### src/rtl/ex_mem_latch.sv
// EX/MEM pipeline register for the LEGv8 pipeline.
// Latches the ALU result, destination and downstream control bits, and owns
// the architectural NZCV register plus the committed-instruction counter.
// flags_fwd lets a B.cond in EX see flags being produced this same cycle.
module ex_mem_latch #(
  parameter int DATA_WIDTH     = 64,
  parameter int REG_ADDR_WIDTH = 5,
  parameter int COUNT_WIDTH    = 32
) (
  input  logic                      clk,
  input  logic                      reset,
  input  logic                      in_valid,
  input  logic                      stall,
  input  logic                      flush,
  input  logic [DATA_WIDTH-1:0]     result,
  input  logic                      negative,
  input  logic                      zero,
  input  logic                      overflow,
  input  logic                      carry_out,
  input  logic                      set_flags,
  input  logic [REG_ADDR_WIDTH-1:0] rd,
  input  logic                      reg_write,
  input  logic                      mem_read,
  input  logic                      mem_write,
  input  logic                      mem_to_reg,
  input  logic [DATA_WIDTH-1:0]     store_data,
  output logic                      out_valid,
  output logic [DATA_WIDTH-1:0]     out_result,
  output logic [REG_ADDR_WIDTH-1:0] out_rd,
  output logic                      out_reg_write,
  output logic                      out_mem_read,
  output logic                      out_mem_write,
  output logic                      out_mem_to_reg,
  output logic [DATA_WIDTH-1:0]     out_store_data,
  output logic [3:0]                flags,
  output logic [3:0]                flags_fwd,
  output logic [COUNT_WIDTH-1:0]    commit_count
);

  // Downstream control bundle; kept together so gating and squashing are uniform.
  typedef struct packed {
    logic reg_write;
    logic mem_read;
    logic mem_write;
    logic mem_to_reg;
  } ctrl_t;

  ctrl_t      ctrl_q;
  ctrl_t      ctrl_in;
  logic [3:0] nzcv_in;
  logic       flag_upd;

  // Architectural NZCV ordering: N, Z, C, V from bit3 down to bit0.
  assign nzcv_in  = {negative, zero, carry_out, overflow};
  assign flag_upd = in_valid & set_flags;

  // Gate control with in_valid so a bubble can never write a register or memory.
  assign ctrl_in = '{reg_write:  reg_write  & in_valid,
                     mem_read:   mem_read   & in_valid,
                     mem_write:  mem_write  & in_valid,
                     mem_to_reg: mem_to_reg & in_valid};

  // Pipeline register: reset > flush > stall > normal capture.
  always_ff @(posedge clk) begin
    if (reset) begin
      out_valid      <= 1'b0;
      out_result     <= '0;
      out_rd         <= '0;
      out_store_data <= '0;
      ctrl_q         <= '0;
      flags          <= 4'b0000;
      commit_count   <= '0;
    end else if (flush) begin
      // Squash only the valid/control side; data, flags and count hold.
      out_valid <= 1'b0;
      ctrl_q    <= '0;
    end else if (!stall) begin
      out_valid      <= in_valid;
      out_result     <= result;
      out_rd         <= rd;
      out_store_data <= store_data;
      ctrl_q         <= ctrl_in;
      if (flag_upd) flags <= nzcv_in;
      if (in_valid) commit_count <= commit_count + 1'b1;
    end
  end

  assign out_reg_write  = ctrl_q.reg_write;
  assign out_mem_read   = ctrl_q.mem_read;
  assign out_mem_write  = ctrl_q.mem_write;
  assign out_mem_to_reg = ctrl_q.mem_to_reg;

  // Same-cycle flag bypass for B.cond; stall does not affect what EX sees.
  always_comb begin
    flags_fwd = flags;
    if (flag_upd && !flush && !reset) flags_fwd = nzcv_in;
  end

endmodule

### config.mk
export PLATFORM = sky130hd
export DESIGN_NAME = ex_mem_latch
export DESIGN_NICKNAME = d
export VERILOG_FILES = /design/src/rtl/ex_mem_latch.sv
export SDC_FILE = /design/constraint.sdc
export NUM_CORES = 1
export LEC_CHECK = 0
export CORE_ASPECT_RATIO = 2
export CORE_MARGIN = 2
export CORE_UTILIZATION = 35
export CTS_CLUSTER_SIZE = 24
export DETAILED_ROUTE_END_ITERATION = 16
export PLACE_DENSITY_LB_ADDON = 0.25
export SYNTH_ARGS = -nofsm -noshare
export SYNTH_HDL_FRONTEND = slang
export SYNTH_SLANG_ARGS = --single-unit
export TNS_END_PERCENT = 5
### constraint.sdc
create_clock -name clk -period 2.6 [get_ports clk]
set_input_delay 0.78 -clock clk [delete_from_list [all_inputs] [get_ports clk]]
set_output_delay 0.78 -clock clk [all_outputs]
set_load 0.05 [all_outputs]
# Word level (Yosys, flattened, before mapping)
# Cells that the tools add are included.
[totals] regBits=174 out_inout_bits=178
[op_classes] addsub=1 muxes=1 reduce_logical=8 bitwise=7
[op_table] cell="$add 32x1->32 const B" n=1
[op_table] cell="$reduce_and 3->1" n=2
[op_table] cell="$and 1x1->1" n=5
[op_table] cell="$mux 4" n=1
[op_table] cell="$logic_and 1x1->1" n=2
[op_table] cell="$logic_not 1->1" n=2
[op_table] cell="$not 1->1" n=2
[op_table] cell="$reduce_and 2->1" n=1
[op_table] cell="$reduce_or 2->1" n=1

# Longest topological paths before layout
[logic_depth] word_depth=4 mapped_depth=7

# Least setup slack after synthesis
# No wires, ideal clock.
[synth_timing] kind="input port to output port" start="in reset" end="out flags_fwd[0]" stages=5 required_time_ns=1.820 t_arrival_ns=2.063 setup_slack_ns=-0.243 path_cell_list="clkbuf_1 -> or2_2 -> clkbuf_1 -> nor2_1 -> mux2_2"
[synth_between] elab_chain_len=3
[synth_rtl] item="from (decl)" line="11" source="input logic reset,"
[synth_rtl] item="$logic_not 1->1" line="96" source="if (flag_upd && !flush && !reset) flags_fwd = nzcv_in;"
[synth_rtl] item="$logic_and 1x1->1" line="96"
[synth_rtl] item="$mux 4" line="96"
[synth_rtl] item="to (decl)" line="36" source="output logic [3:0] flags_fwd,"
# Every way passes these cells.

# Worst setup path after layout
[layout_timing] start="in flush" end="out flags_fwd[2]"
[layout_between] elab_chain_len=4
[layout_rtl] item="from (decl)" line="14" source="input logic flush,"
[layout_rtl] item="$logic_not 1->1" line="96"
[layout_rtl] item="$logic_and 1x1->1 (2 in a row)" line="96"
[layout_rtl] item="$mux 4" line="96"
# Every way passes these cells.

==> impl_metrics.toml <==
[min_path]
min_to = "out_store_data[29]"
hp-class = "flop to flop"
min-delay-start = "out_store_data[29]"
min_path_cells = 2

[final_layout]
top_regs = "out_result x64, out_store_data x64, commit_count x32"
num-nets-final = 1264
seq_area_mm2 = 0.003483
area_growth_pct = 66.43
drive_gt1_share_pct = 7.092
final_area_mm2 = 0.01071
fillers = 1619
finalNonFillerCells = 1346
multiInputGateArea_mm2 = 0.002738

[floorplan]
coreArea_mm2 = 0.01813
boundaryPins = 325
fp-row-count = 70
initial_core_util_pct = 35.48
die_h_um = 195.7
fp.dieW_um = 99.86
die_area_mm2 = 0.01954

[route]
vias = 6684
wire_per_inst_um = 16.07
drc_errors = 0
ant_nets = 0
drtPass1Iterations = 7
wl_mm = 21.63
drt-vias-per-instance = 4.966
drtIter0Drc = 200

[synth]
synthCells = 802
yosysSeqAreaShare_pct = 54.15
ys.flop_type = "dfxtp_1"
ys_seq_elements = 174
yosys_warnings = 0
ys_async_sr_fraction_pct = 0
synth_area_mm2 = 0.006432
syn_area_per_cell_um2 = 8.020
syn-num-nets = 950
synth_cell_types = 34
synth_edf_count = 0

[timing]
setup_viol = 0
max_freq_ghz = 0.3887
drv_slew = 0
finalHoldWorstSlack_ns = 0.4522
rsz0062_at_grt = "no"
setup_ws_ns = 0.02746
hold_viol = 0
fin_skew_ns = 0.008198
max_slew_margin_pct = 38.51
min_period_ns = 2.573
period_share_pct = 98.94
setup_tns_ns = 0
worstMarginPinSlew_ns = 0.9224

[run_status]
status = "completed"

[run]
drv_cap = 0

[clock_network]
cts_tree = "done"
clock_path_buffers = 2
cts_root_buf = "clkbuf_16"
cts_made_buffers = 17
ctsHoldBuffers = 0
ctsHtreeMaxLevel = 4
clk_pin_slew_ns = 0.06
clock_latency_ns = 0.42
clkSinkCount = 174

[place]
hpwlAfterDp_mm = 15.67
dpl_cell_area_mm2 = 0.01004
dp_cells = 1312
dp_slack_ns = -0.3484
gp_congestion = 0.8313
port_buffers = 324

[setup_path]
cp-start-kind = "primary input"
r2r_cells = 6
endpoint_kind = "output port"
required_ns = 1.82
critPathKind = "primary input to output port"
r2r_end = "commit_count[14]"
reg2reg_setup_slack_ns = 0.44
cp.arrival_ns = 1.79
crit_fanout = 4
timing.rr.start = "commit_count[0]"

[global_routing]
top_usage_layer = "met2"
grt.overflow.total = 0
grt_max_degree = 83
use_met1_pct = 22.44
first_global_vias = 6476
grt_pass1_wl_mm = 33.67
met3_usage_pct = 6.733
antenna_found_initial = 2
gr-usage-met2_pct = 39.31
grt.total_usage_pct = 21.96

[power_and_ir_drop]
power_switching_mw = 1.763
internal_power_mw = 4.859
p_leak_nw = 3.779
power_frac_clock_pct = 41.2
power_frac_seq_pct = 42.5
combPwrFrac_pct = 16.4
power_density_mw_per_mm2 = 618.6
irDropWorstVdd_mv = 0.4605
swShare_pct = 26.62
==> cells in the final DEF, fill, tap and decap left out, types with 4 or more instances in the layout <==
master and n:
or4_1 17, clkbuf_16 17, and4_1 4, xnor2_1 6
o21ai_0 9, mux2_4 4, nand2_1 283, nor4_1 4
nand4_1 7, a21oi_1 161, nand3_1 10, or3_1 6
dfxtp_1 174, o31ai_1 16, buf_12 8, clkdlybuf4s50_1 315
a22oi_1 4, buf_6 5, bufinv_16 4, buf_4 21
nor2_1 15
==> how the worst max path moves through the flow <==
| stage | cells past startpoint | slack, ns | to | start |
|---|---|---|---|---|
| floorplan | 5 | -0.02 | flags_fwd[0] | reset |
| global placement | 5 | -0.35 | flags_fwd[2] | flush |
| detailed placement | 5 | -0.35 | flags_fwd[1] | flush |
| CTS | 5 | 0.01 | flags_fwd[1] | in_valid |
| global route | 5 | 0.0003 | flags_fwd[1] | in_valid |
| finish | 5 | 0.03 | flags_fwd[2] | flush |
==> final cells by class <==
class,count,share of cell area [%]
clock buffer,18,4.102
antenna,2,0.04675
tap,216,2.525
timing repair buffer,353,33.37
clock inverter,13,1.741
multi-input combinational,567,25.57
inverter,3,0.1052
sequential,174,32.54
==> cells by family (layout without fill, tap and decap cells) <==
family	Yosys count	in the layout	share of synthesized area, %
and+or+nand+nor	362	362	24.18
AOI/OAI and AO/OA	191	191	15.64
DFF	174	174	54.15
buffers and inverters	61	387	3.871
xor gates and xnor gates	8	8	1.089
muxes	5	5	0.8753
adders and majority gates	1	1	0.1945
other	0	2	0
==> worst max-delay path, cell delays in order <==
cell	delay, ns
buf_6	0.09
or2_4	0.25
nor2_4	0.19
mux2_4	0.32
buf_6	0.15
==> stage by stage <==
step                total power [mW]  util [%]
floorplan                      3.436         -
detailed placement             3.959     55.38
global route                   6.867     59.05
global placement               3.951     55.38
CTS                            6.710     58.95
finish                         6.622     59.05
==> per-layer routing <==
| layer | vias up | part of all wire [%] |
|---|---|---|
| met2 | 252 | 53 |
| met3 | 49 | 6.8 |
| met4 | 0 | 4.7 |
| met5 | - | 0 |
| li1 | 3311 | - |
| met1 | 3072 | 35 |
==> cell usage after synthesis, types with 2 or more instances <==
cell	n	area (um2)
nand2_1	284	1066
dfxtp_1	174	3483
a21oi_1	161	805.8
clkbuf_1	50	187.7
nor2_1	17	63.81
or4_1	17	127.6
o31ai_1	16	120.1
nand3_1	10	50.05
o21ai_0	9	45.04
nand4_1	7	43.79
or3_1	6	37.54
xnor2_1	6	52.55
a22oi_1	4	30.03
and4_1	4	35.03
buf_2	4	20.02
mux2_2	4	45.04
nor4_1	4	25.02
inv_1	3	11.26
buf_1	2	7.510
buf_6	2	22.52
nor2b_1	2	12.51
nor3_1	2	10.01
or2_2	2	12.51
xor2_1	2	17.52
==> power groups by stage <==
stage | sequential, mW | combinational, mW | clock [mW]
floorplan | 3.21 | 0.225 | 0
global placement | 2.87 | 1.08 | 0
detailed placement | 2.87 | 1.09 | 0
CTS | 2.81 | 1.09 | 2.81
global route | 2.82 | 1.15 | 2.90
finish | 2.81 | 1.08 | 2.73
==> repair_timing <==
| action | 4_1_cts | 5_1_grt |
|---|---|---|
| pin swaps | 3 | 2 |
| buffers inserted | 1 | 0 |
| endpoints found under the setup margin | 4 | 5 |
| resized for setup | 12 | 3 |
(Power assumes the default switching activity.)
